[config.mk]
export PLATFORM = sky130hd
export DESIGN_NAME = sub86_mem_arb
export DESIGN_NICKNAME = d
export VERILOG_FILES = /design/src/rtl/sub86_mem_arb.sv
export SDC_FILE = /design/constraint.sdc
export NUM_CORES = 1
export LEC_CHECK = 0
export CORE_ASPECT_RATIO = 2
export CORE_MARGIN = 8
export CORE_UTILIZATION = 33
export CTS_CLUSTER_DIAMETER = 30
export DETAILED_ROUTE_END_ITERATION = 10
export PLACE_DENSITY = 0.76
export SYNTH_ARGS = -nofsm -noshare
export SYNTH_HDL_FRONTEND = slang
export SYNTH_SLANG_ARGS = --single-unit
[constraint.sdc]
create_clock -name CLK -period 2.9 [get_ports CLK]
set_input_delay 0.58 -clock CLK [delete_from_list [all_inputs] [get_ports CLK]]
set_output_delay 0.58 -clock CLK [all_outputs]
set_load 0.02 [all_outputs]
[src/rtl/sub86_mem_arb.sv]
// sub86_mem_arb: serializes sub86 core steps (fetch, optional data access,
// CE pulse) onto one single-port synchronous RAM and interleaves host/debug
// word transactions between core steps with round-robin priority.
module sub86_mem_arb #(
    parameter int AW           = 16,
    parameter bit ALWAYS_DREAD = 1'b1
) (
    input  logic          CLK,
    input  logic          RST,
    // core side
    input  logic [31:0]   IA,
    output logic [15:0]   ID,
    input  logic [31:0]   A,
    input  logic [31:0]   Q,
    input  logic          WEN,
    input  logic          RD,
    input  logic [1:0]    BEN,
    output logic [31:0]   D,
    output logic          CE,
    // host side
    input  logic          HREQ,
    input  logic          HWE,
    input  logic [31:0]   HADDR,
    input  logic [31:0]   HWDATA,
    output logic [31:0]   HRDATA,
    output logic          HACK,
    // RAM side
    output logic [AW-1:0] MADDR,
    output logic [31:0]   MWDATA,
    output logic          MWE,
    output logic [3:0]    MBE,
    input  logic [31:0]   MRDATA
);

    typedef enum logic [3:0] {
        S_ARB,
        S_IF,
        S_IW,
        S_DA,
        S_DW,
        S_STEP,
        S_HACC,
        S_HW,
        S_HDONE
    } state_t;

    state_t      state_q, state_d;
    logic [15:0] id_q, id_d;
    logic [31:0] d_q, d_d;
    logic [31:0] hrdata_q, hrdata_d;
    logic        ce_q, ce_d;
    logic        hack_q, hack_d;
    logic        last_host_q, last_host_d;   // 1 = host was granted last

    logic [3:0]  size_mask;
    logic [4:0]  data_shift;

    // Address bits above the RAM and the host byte offset are don't-cares.
    logic unused_addr_bits;
    assign unused_addr_bits = ^{IA[31:AW+2], IA[0], A[31:AW+2], HADDR[31:AW+2], HADDR[1:0]};

    // Byte-lane pattern for the core access size, before alignment to A[1:0].
    always_comb begin
        unique case (BEN)
            2'b01:   size_mask = 4'b1111;
            2'b11:   size_mask = 4'b0011;
            default: size_mask = 4'b0001;
        endcase
        data_shift = {A[1:0], 3'b000};
    end

    // RAM command decoded from the registered state, so the data phase sees
    // WEN/RD/A as the core produces them from the ID captured one cycle earlier.
    always_comb begin
        // NOTE: every output gets a default first, so no path can infer a latch.
        MADDR  = '0;
        MWDATA = '0;
        MWE    = 1'b0;
        MBE    = 4'b0000;
        unique case (state_q)
            S_IF: begin
                MADDR = IA[AW+1:2];
            end
            S_DA: begin
                MADDR = A[AW+1:2];
                if (!WEN) begin
                    MWE    = 1'b1;
                    MWDATA = Q << data_shift;
                    // Lanes pushed past bit 3 fall off: misaligned crossings truncate.
                    MBE    = size_mask << A[1:0];
                end
            end
            S_HACC: begin
                MADDR  = HADDR[AW+1:2];
                MWE    = HWE;
                MWDATA = HWDATA;
                MBE    = HWE ? 4'b1111 : 4'b0000;
            end
            default: ;
        endcase
    end

    // Next-state and registered-output computation for the step/host sequencer.
    always_comb begin
        state_d     = state_q;
        id_d        = id_q;
        d_d         = d_q;
        hrdata_d    = hrdata_q;
        ce_d        = 1'b0;
        hack_d      = 1'b0;
        last_host_d = last_host_q;
        unique case (state_q)
            S_ARB: begin
                if (HREQ && !last_host_q) state_d = S_HACC;
                else                      state_d = S_IF;
            end
            S_IF: begin
                state_d = S_IW;
            end
            S_IW: begin
                id_d    = IA[1] ? MRDATA[31:16] : MRDATA[15:0];
                state_d = S_DA;
            end
            S_DA: begin
                if (WEN && (RD || ALWAYS_DREAD)) begin
                    state_d = S_DW;
                end else begin
                    state_d = S_STEP;
                    ce_d    = 1'b1;
                end
            end
            S_DW: begin
                d_d     = MRDATA >> data_shift;
                state_d = S_STEP;
                ce_d    = 1'b1;
            end
            S_STEP: begin
                last_host_d = 1'b0;
                state_d     = S_ARB;
            end
            S_HACC: begin
                if (HWE) begin
                    hack_d  = 1'b1;
                    state_d = S_HDONE;
                end else begin
                    state_d = S_HW;
                end
            end
            S_HW: begin
                hrdata_d = MRDATA;
                hack_d   = 1'b1;
                state_d  = S_HDONE;
            end
            S_HDONE: begin
                last_host_d = 1'b1;
                state_d     = S_ARB;
            end
            default: state_d = S_ARB;
        endcase
    end

    // Sequencer state and registered outputs; reset hands the first grant to the core.
    always_ff @(posedge CLK or posedge RST) begin
        if (RST) begin
            state_q     <= S_ARB;
            id_q        <= '0;
            d_q         <= '0;
            hrdata_q    <= '0;
            ce_q        <= 1'b0;
            hack_q      <= 1'b0;
            last_host_q <= 1'b1;
        end else begin
            // NOTE: non-blocking assignments so every flop samples pre-edge values.
            state_q     <= state_d;
            id_q        <= id_d;
            d_q         <= d_d;
            hrdata_q    <= hrdata_d;
            ce_q        <= ce_d;
            hack_q      <= hack_d;
            last_host_q <= last_host_d;
        end
    end

    assign ID     = id_q;
    assign D      = d_q;
    assign HRDATA = hrdata_q;
    assign CE     = ce_q;
    assign HACK   = hack_q;

endmodule
-- After elaboration in Yosys (flattened, before gate mapping)
Index checks and enable logic that the tools add are counted.
- register bits: 87
- bits of input ports: 200
- word-level logic and storage cells: 42
- equality and inequality tests: 10
- shift operators: 3
- mux-type cells: 18
- reductions and logical operators: 4
- operators by type and width (kind ; count):
    32-bit case mux with 2 select lines ; 1
    16-bit case mux with 3 select lines ; 1
    32-bit 2-to-1 mux ; 1
    32-bit by 5-bit << shifter with 32-bit output ; 1
    32-bit by 5-bit right shift with 32-bit output ; 1
    4-bit case mux with 7 select lines ; 1
    4-bit by 3-bit == test with 1-bit output (second input constant) ; 4
    16-bit 2-to-1 mux ; 1
    4-bit case mux with 2 select lines ; 2
    4-bit 2-to-1 mux ; 3
    4-bit by 2-bit == test with 1-bit output (second input constant) ; 2
    1-bit case mux with 2 select lines ; 4
    4-bit by 1-bit == test with 1-bit output (second input constant) ; 1
    4-bit == test (second input constant) ; 1
    4-bit logical NOT ; 1
    4-bit by 2-bit << shifter with 4-bit output ; 1
    1-bit 2-to-1 mux ; 3
    3-bit 2-to-1 mux ; 1
    2-bit by 1-bit == test with 1-bit output (second input constant) ; 1
    2-bit == test (second input constant) ; 1
    2-bit nonzero test ; 1
    1-bit logical AND ; 1
    1-bit logical NOT ; 1

-- Depth between registers and ports, before layout
Gate-level depths: netlist of the first run.
- word-level depth: 5
- depth in mapped cells: 7

-- Least setup slack after synthesis of the first run
No wires, ideal clock.
- path kind: input port to output port
- start point: input port A[1]
- end point: output port MBE[3]
- data arrival time: 1.942 ns
- required time: 2.320 ns
- setup slack: 0.378 ns
- stages: 6
- buffers on the path: 3
- path through: buf_2 -> buf_2 -> clkbuf_1 -> and2_1 -> a21oi_1 -> o21ai_0
- longest elaborated chain between the ends: 3
- ends and longest elaborated chain (what ; line ; RTL):
    from (decl) ; 13 ; input logic [31:0] A,
    4-bit by 2-bit << shifter with 4-bit output ; 90 ; MBE = size_mask << A[1:0];
    4-bit 2-to-1 mux ; 86 ; if (!WEN) begin
    4-bit case mux with 2 select lines ; 80 ; unique case (state_q)
    to (decl) ; 31 ; output logic [3:0] MBE,
No other way between the ends.

-- Worst setup path in the final report of the first run
- start point: register state_q[3]
- end point: output port MADDR[6]
- longest elaborated chain between the ends: 2
- elaborated cells on any way between the ends: 4
- classes of those cells: eq/ne (3); mux (1)
- ends and longest elaborated chain (what ; line ; RTL):
    from (decl) ; 47 ; state_t state_q, state_d;
    from (signal assigned) ; 174 ; state_q <= state_d;
    4-bit by 3-bit == test with 1-bit output (tied with other cells) ; 80 ;
    16-bit case mux with 3 select lines * ; 80 ;
    to (decl) ; 28 ; output logic [AW-1:0] MADDR,
Mark *: on every way between the ends. The rest lies on a longest branch, timed or not.

==> results.tsv, run 1 <==
metric	value	unit
route.layer.met1.wl	7.791	mm
beginning_of_the_worst_hold_path	D[28]	
detailroute.wirelength.met3	2.360	mm
holdPathStages	2	
grt_overall_usage	0.1934	
report.final.setup_viol	0	
dr_wl_met2	9.638	mm
clock.fmax	0.3560	GHz
grt_pass1_wl	29.11	mm
routed_wirelength	20.06	mm
postSynth.topFlopCell	dfrtp_1	
globalplace.congestion	0.8026	
die-area	19690	sq um
max-cap-violations	0	
remaining_drc_errors	0	
worst_r2r_path_depth	4	
die_height	190.6	um
synthXorXnorAreaFrac	0	
ctsHtreeMaxLevel	3	
cpPeakStageDelay	600	ps
fin_crit_sh	0.9685	
post_synth_instance_area	5031	sq um
dieWidth	103.3	um
path_max_fanout	12	
cts_hold_repair.buffers	0	
post_layout_nonfiller_instances	975	
synth_seq_area_share	0.4330	
total_via_count_after_detailed_routing	4924	
cp-start-kind	register	
post-route-min-period	2809	ps
areaGrowthSynthToFinish	70.13	%
cellPowerDensity	895.5	nW/um^2
worst_ep_arrival_time	2230	ps
syn-num-nets	683	
drt_first_iter_violations	205	
clkLatencyLatePin	340	ps
final_net_count	972	
tritoncts_num_sinks	87	
setup.worst_path.end_class	output port	
fin_hold_ws	478.3	ps
ys_async_sr_fraction	1.000	
std_cell_rows	64	
grt_remaining_overflow	0	
critical_path.cell_chain	buf_4, nor4bb_4, buf_12, a222oi_1, inv_1, clkdlybuf4s50_1	
io_pins	335	
synthesis.instances	483	
grt_pass1_vias	5225	
critical_path.slowest_cell	clkdlybuf4s50_1	
root_buffer_cell	clkbuf_16	
antenna_left	0	
core_region_area	15130	sq um
synth-adder-area-share	0	
ctsLongestPathBuffers	2	
ir_drop	0.6819	mV
run_status	finished clean	
synth_simple_gate_area_share	0.09674	
tritoncts.num_buffers	9	
synth.ff_latch_count	87	
worst_setup_hold_path_clk_slew	60	ps
yosysWarningCount	0	
commonest_non_fill_non_tap_cell_in_the_layout	clkdlybuf4s50_1	
max_slew.worst_pin.slew	600.9	ps
report.final.hold_viol_count	0	
postSynthAreaPerCell	10.42	sq um
grt_start_max_net_pins	57	
clock_tree_from_tritoncts	built	
criticalPathCategory	register to output port	
buffer_ports.inserted	288	
place.detailed.hpwl	15.54	mm
largest_family_of_logic_cells_by_synthesized_area	multiplexers	
static-leakage-power	4.022	nW
synth-compound-area-share	0.1880	
number_of_antenna_violations_at_the_first_check_in_global_routing	0	
diodes	0	
post_drt_via_cell_ratio	5.050	
worstReg2RegStart	state_q[0]	
fin_worst_skew	5.134	ps
max_slew_margin	0.5994	
worst_hold_class	register to register	
dp.cells	957	
mostFrequentLayoutCells	clkdlybuf4s50_1 (236), dfrtp_1 (86), mux2i_1 (64)	
synth_enable_flop_cells	0	
top_layer	met4	
first_pass_iters	9	
initial_core_util	0.3324	
final_max_slew_viol_count	0	
setup_crit_start	state_q[3]	
wl_per_cell	20.57	um
post_synth_num_cell_types	38	
yosys-mux-area-fraction	0.2228	
worst-endpoint-required	2320	ps
layout-drive-gt1-share	0.1390	
[sequential cells by signal (all words and copies together), names as in the netlist]
register / cells
state_q: 4
ID: 16
HRDATA: 32
last_host_q: 1
HACK: 1
CE: 1
D: 32
[synthesized netlist by cell type, types with 2 or more instances]
cell type,n,share of area
a222oi_1,16,0.032
mux2i_1,64,0.13
dfrtp_1,86,0.43
clkbuf_1,18,0.013
o2bb2ai_1,8,0.014
mux2_4,8,0.024
buf_1,6,0.0045
a32o_1,8,0.016
nand2_1,54,0.040
a21oi_1,21,0.021
nor4b_2,2,0.0060
a2bb2oi_1,8,0.014
o31ai_1,10,0.015
or3_1,2,0.0025
nor2_1,18,0.013
nand2b_1,3,0.0037
o21ai_1,11,0.011
a211o_1,8,0.014
buf_6,3,0.0067
nor2b_1,11,0.014
inv_1,20,0.015
mux2_2,32,0.072
a22o_1,16,0.028
o21ai_0,19,0.019
buf_4,2,0.0030
buf_2,17,0.017
[report_power, final]
group | total (mW) | switching (mW) | internal [mW]
Combinational | 4.47 | 2.29 | 2.18
Sequential | 2.08 | 0.299 | 1.78
Clock | 1.11 | 0.481 | 0.629
[worst paths after layout]
kind	end	slack, ps
hold / removal	D[28]	480
max in group asynchronous	last_host_q	1640
setup reg to reg	D[0]	720
setup / recovery	MADDR[6]	90
hold reg to reg	D[28]	480
min in group asynchronous	HRDATA[22]	590
[metrics by stage]
stage	util	area (sq um)	setup TNS (ps)	total power [mW]	setup WS (ps)
global route	0.5656	8559	-4.735	8.092	-4.735
CTS	0.5622	8508	0	7.719	29.05
finish	0.5656	8559	0	7.665	91.34
floorplan	-	5031	0	4.433	71.45
detailed placement	0.5461	8265	-1842	6.648	-111.7
global placement	0.5461	8265	-952.4	6.554	-74.22
[layer usage]
layer / vias to the layer above / track usage
met1: 2319 / 0.2274
met2: 229 / 0.3199
met5: - / 0
met4: 0 / 0.05777
li1: 2359 / -
met3: 17 / 0.06693
[repair_timing]
item / in CTS / in global routing
pin swaps: 0 / 1
endpoints found under the setup margin: 37 / 25
setup buffers: 0 / 1
gates resized for setup: 38 / 19
cloned: 0 / 1
[critical path, delay by kind of cell (launching register included)]
family	cells	cell delay, ps
compound gates	1	100
simple gates	1	370
flops	1	370
buf+inv	4	1030
[final cells by class]
class / instances / area (sq um)
clock inverter: 4 / 28.78
inverter: 20 / 76.32
clock buffer: 12 / 256.5
timing repair buffer: 324 / 3189
multi-input combinational: 330 / 2582
sequential: 87 / 2178
tap: 198 / 247.7
fill: 1278 / 6575
[kinds of logic after synthesis]
family          count (synthesis)
flops                          87
simple gates                   98
mux                           104
buf+inv                        66
compound gates                128
No activity file was read; power rests on OpenSTA's default activity.
==> inputs of run 2 (changes only) <==
--- a/config.mk
+++ b/config.mk
@@ -5,12 +5,15 @@
 export SDC_FILE = /design/constraint.sdc
 export NUM_CORES = 1
 export LEC_CHECK = 0
+export CELL_PAD_IN_SITES_DETAIL_PLACEMENT = 1
+export CELL_PAD_IN_SITES_GLOBAL_PLACEMENT = 1
 export CORE_ASPECT_RATIO = 2
 export CORE_MARGIN = 8
-export CORE_UTILIZATION = 33
+export CORE_UTILIZATION = 23
 export CTS_CLUSTER_DIAMETER = 30
 export DETAILED_ROUTE_END_ITERATION = 10
-export PLACE_DENSITY = 0.76
+export GPL_TIMING_DRIVEN = 0
+export PLACE_DENSITY = 0.75
 export SYNTH_ARGS = -nofsm -noshare
 export SYNTH_HDL_FRONTEND = slang
 export SYNTH_SLANG_ARGS = --single-unit
==> results.tsv, run 2 (synthesis gave the netlist of run 1 again) <==
metric	value	unit
io_pins	335	
root_buffer_cell	clkbuf_16	
post_drt_via_cell_ratio	4.864	
worst_setup_hold_path_clk_slew	60	ps
beginning_of_the_worst_hold_path	D[23]	
max_slew.worst_pin.slew	888.5	ps
remaining_drc_errors	0	
number_of_antenna_violations_at_the_first_check_in_global_routing	0	
dieWidth	120.6	um
ir_drop	0.5732	mV
fin_hold_ws	475.1	ps
die_height	225.2	um
dpl_cell_area	8255	sq um
worst_hold_class	register to register	
static-leakage-power	3.862	nW
mostFrequentLayoutCells	clkdlybuf4s50_1 (232), dfrtp_1 (86), mux2i_1 (61)	
n_fill_cell	2454	
layout-drive-gt1-share	0.1427	
areaGrowthSynthToFinish	70.85	%
aggregate_negative_setup_slack	0	ps
run_status	finished clean	
holdPathStages	2	
final_net_count	980	
wl_per_cell	23.87	um
worst_ep_arrival_time	2260	ps
report.final.setup_viol	0	
ctsLongestPathBuffers	2	
grt_start_max_net_pins	70	
fin_area	8596	sq um
clock_tree_from_tritoncts	built	
worst_r2r_path_depth	4	
total_via_count_after_detailed_routing	5146	
first_pass_iters	5	
worst-endpoint-required	2320	ps
globalplace.congestion	0.8194	
clock.fmax	0.3520	GHz
die-area	27150	sq um
final_max_slew_viol_count	0	
worstReg2RegEnd	ID[14]	
fin_crit_sh	0.9797	
grt_overall_usage	0.1840	
path_max_fanout	10	
criticalPathCategory	primary input to output port	
initial_core_util	0.2341	
ctsHtreeMaxLevel	3	
tritoncts.num_buffers	9	
place.detailed.hpwl	20.74	mm
cp-start-kind	primary input	
diodes	0	
routed_wirelength	25.25	mm
std_cell_rows	76	
core_region_area	21490	sq um
drt_first_iter_violations	225	
regToRegSetupSlack	890	ps
buffer_ports.inserted	285	
grt_remaining_overflow	0	
max-cap-violations	0	
report.final.hold_viol_count	0	
commonest_non_fill_non_tap_cell_in_the_layout	clkdlybuf4s50_1	
grt_setup_unrepaired	false	
max_slew_margin	0.4055	
setup.worst_path.end_class	output port	
worstReg2RegStart	state_q[0]	
grt_pass1_vias	5853	
end_point_of_the_worst_hold_path	D[23]	
post-route-min-period	2841	ps
cts_hold_repair.buffers	0	
tritoncts_num_sinks	87	
grt_pass1_wl	37.17	mm
fin_worst_skew	8.456	ps
antenna_left	0	
cellPowerDensity	910.5	nW/um^2
clkLatencyLatePin	350	ps
-- run 2: routing by layer --
metal | vias to the layer above | track usage | part of all wire
met1 | 2514 | 0.1733 | 0.34
met4 | 0 | 0.09732 | 0.042
met3 | 51 | 0.03789 | 0.060
met2 | 211 | 0.3575 | 0.56
met5 | - | 0 | 0
li1 | 2370 | - | -
-- run 2: power breakdown --
part / total [mW] / switching, mW / internal, mW / leakage [nW]
logic: 4.56 / 2.45 / 2.12 / 2.69
registers: 2.08 / 0.296 / 1.78 / 1.04
clock network: 1.19 / 0.496 / 0.689 / 0.138
total: 7.83 / 3.24 / 4.59 / 3.86
-- run 2: what timing repair did --
item,CTS,global route
cloned,0,0
setup endpoints to repair,53,28
buffers inserted,1,0
resized for setup,108,19
pin swaps,0,2
-- run 2: layout make-up --
type,count,area [sq um],area share
buffer,45,287.8,0.03348
timing repair buffer,287,2821,0.3282
inverter,20,77.57,0.009025
multi-input combinational,330,2589,0.3012
clock inverter,5,57.56,0.006696
sequential,87,2178,0.2534
clock buffer,11,242.7,0.02824
tap,273,341.6,0.03974
-- run 2: how the worst max path moves through the flow --
stage          depth (start not counted)  slack, ps       start         end
2_1_floorplan                          1         70         RST          CE
3_3_place_gp                           2      -1480         RST   HRDATA[0]
3_5_place_dp                           6       -710         WEN  MWDATA[31]
4_1_cts                                5          6  state_q[3]  MWDATA[15]
5_1_grt                                5          3  state_q[2]   MWDATA[8]
6_report                               6         60         WEN  MWDATA[31]
-- run 2: metrics by stage --
step,setup slack [ps],std cells,util,power (mW)
floorplan,71.45,483,-,4.433
global placement,-1477,1041,0.3827,6.725
detailed placement,-707.1,1042,0.3841,6.807
CTS,6.258,1058,0.4010,7.956
global route,2.803,1058,0.4000,8.268
finish,58.89,1058,0.4000,7.826
-- run 2: worst max-delay path, stage by stage --
cell and delay [ps]:
clkdlybuf4s50_1 500, nor2b_1 150, clkbuf_2 250, clkbuf_8 230
a32o_1 210, clkdlybuf4s15_1 330
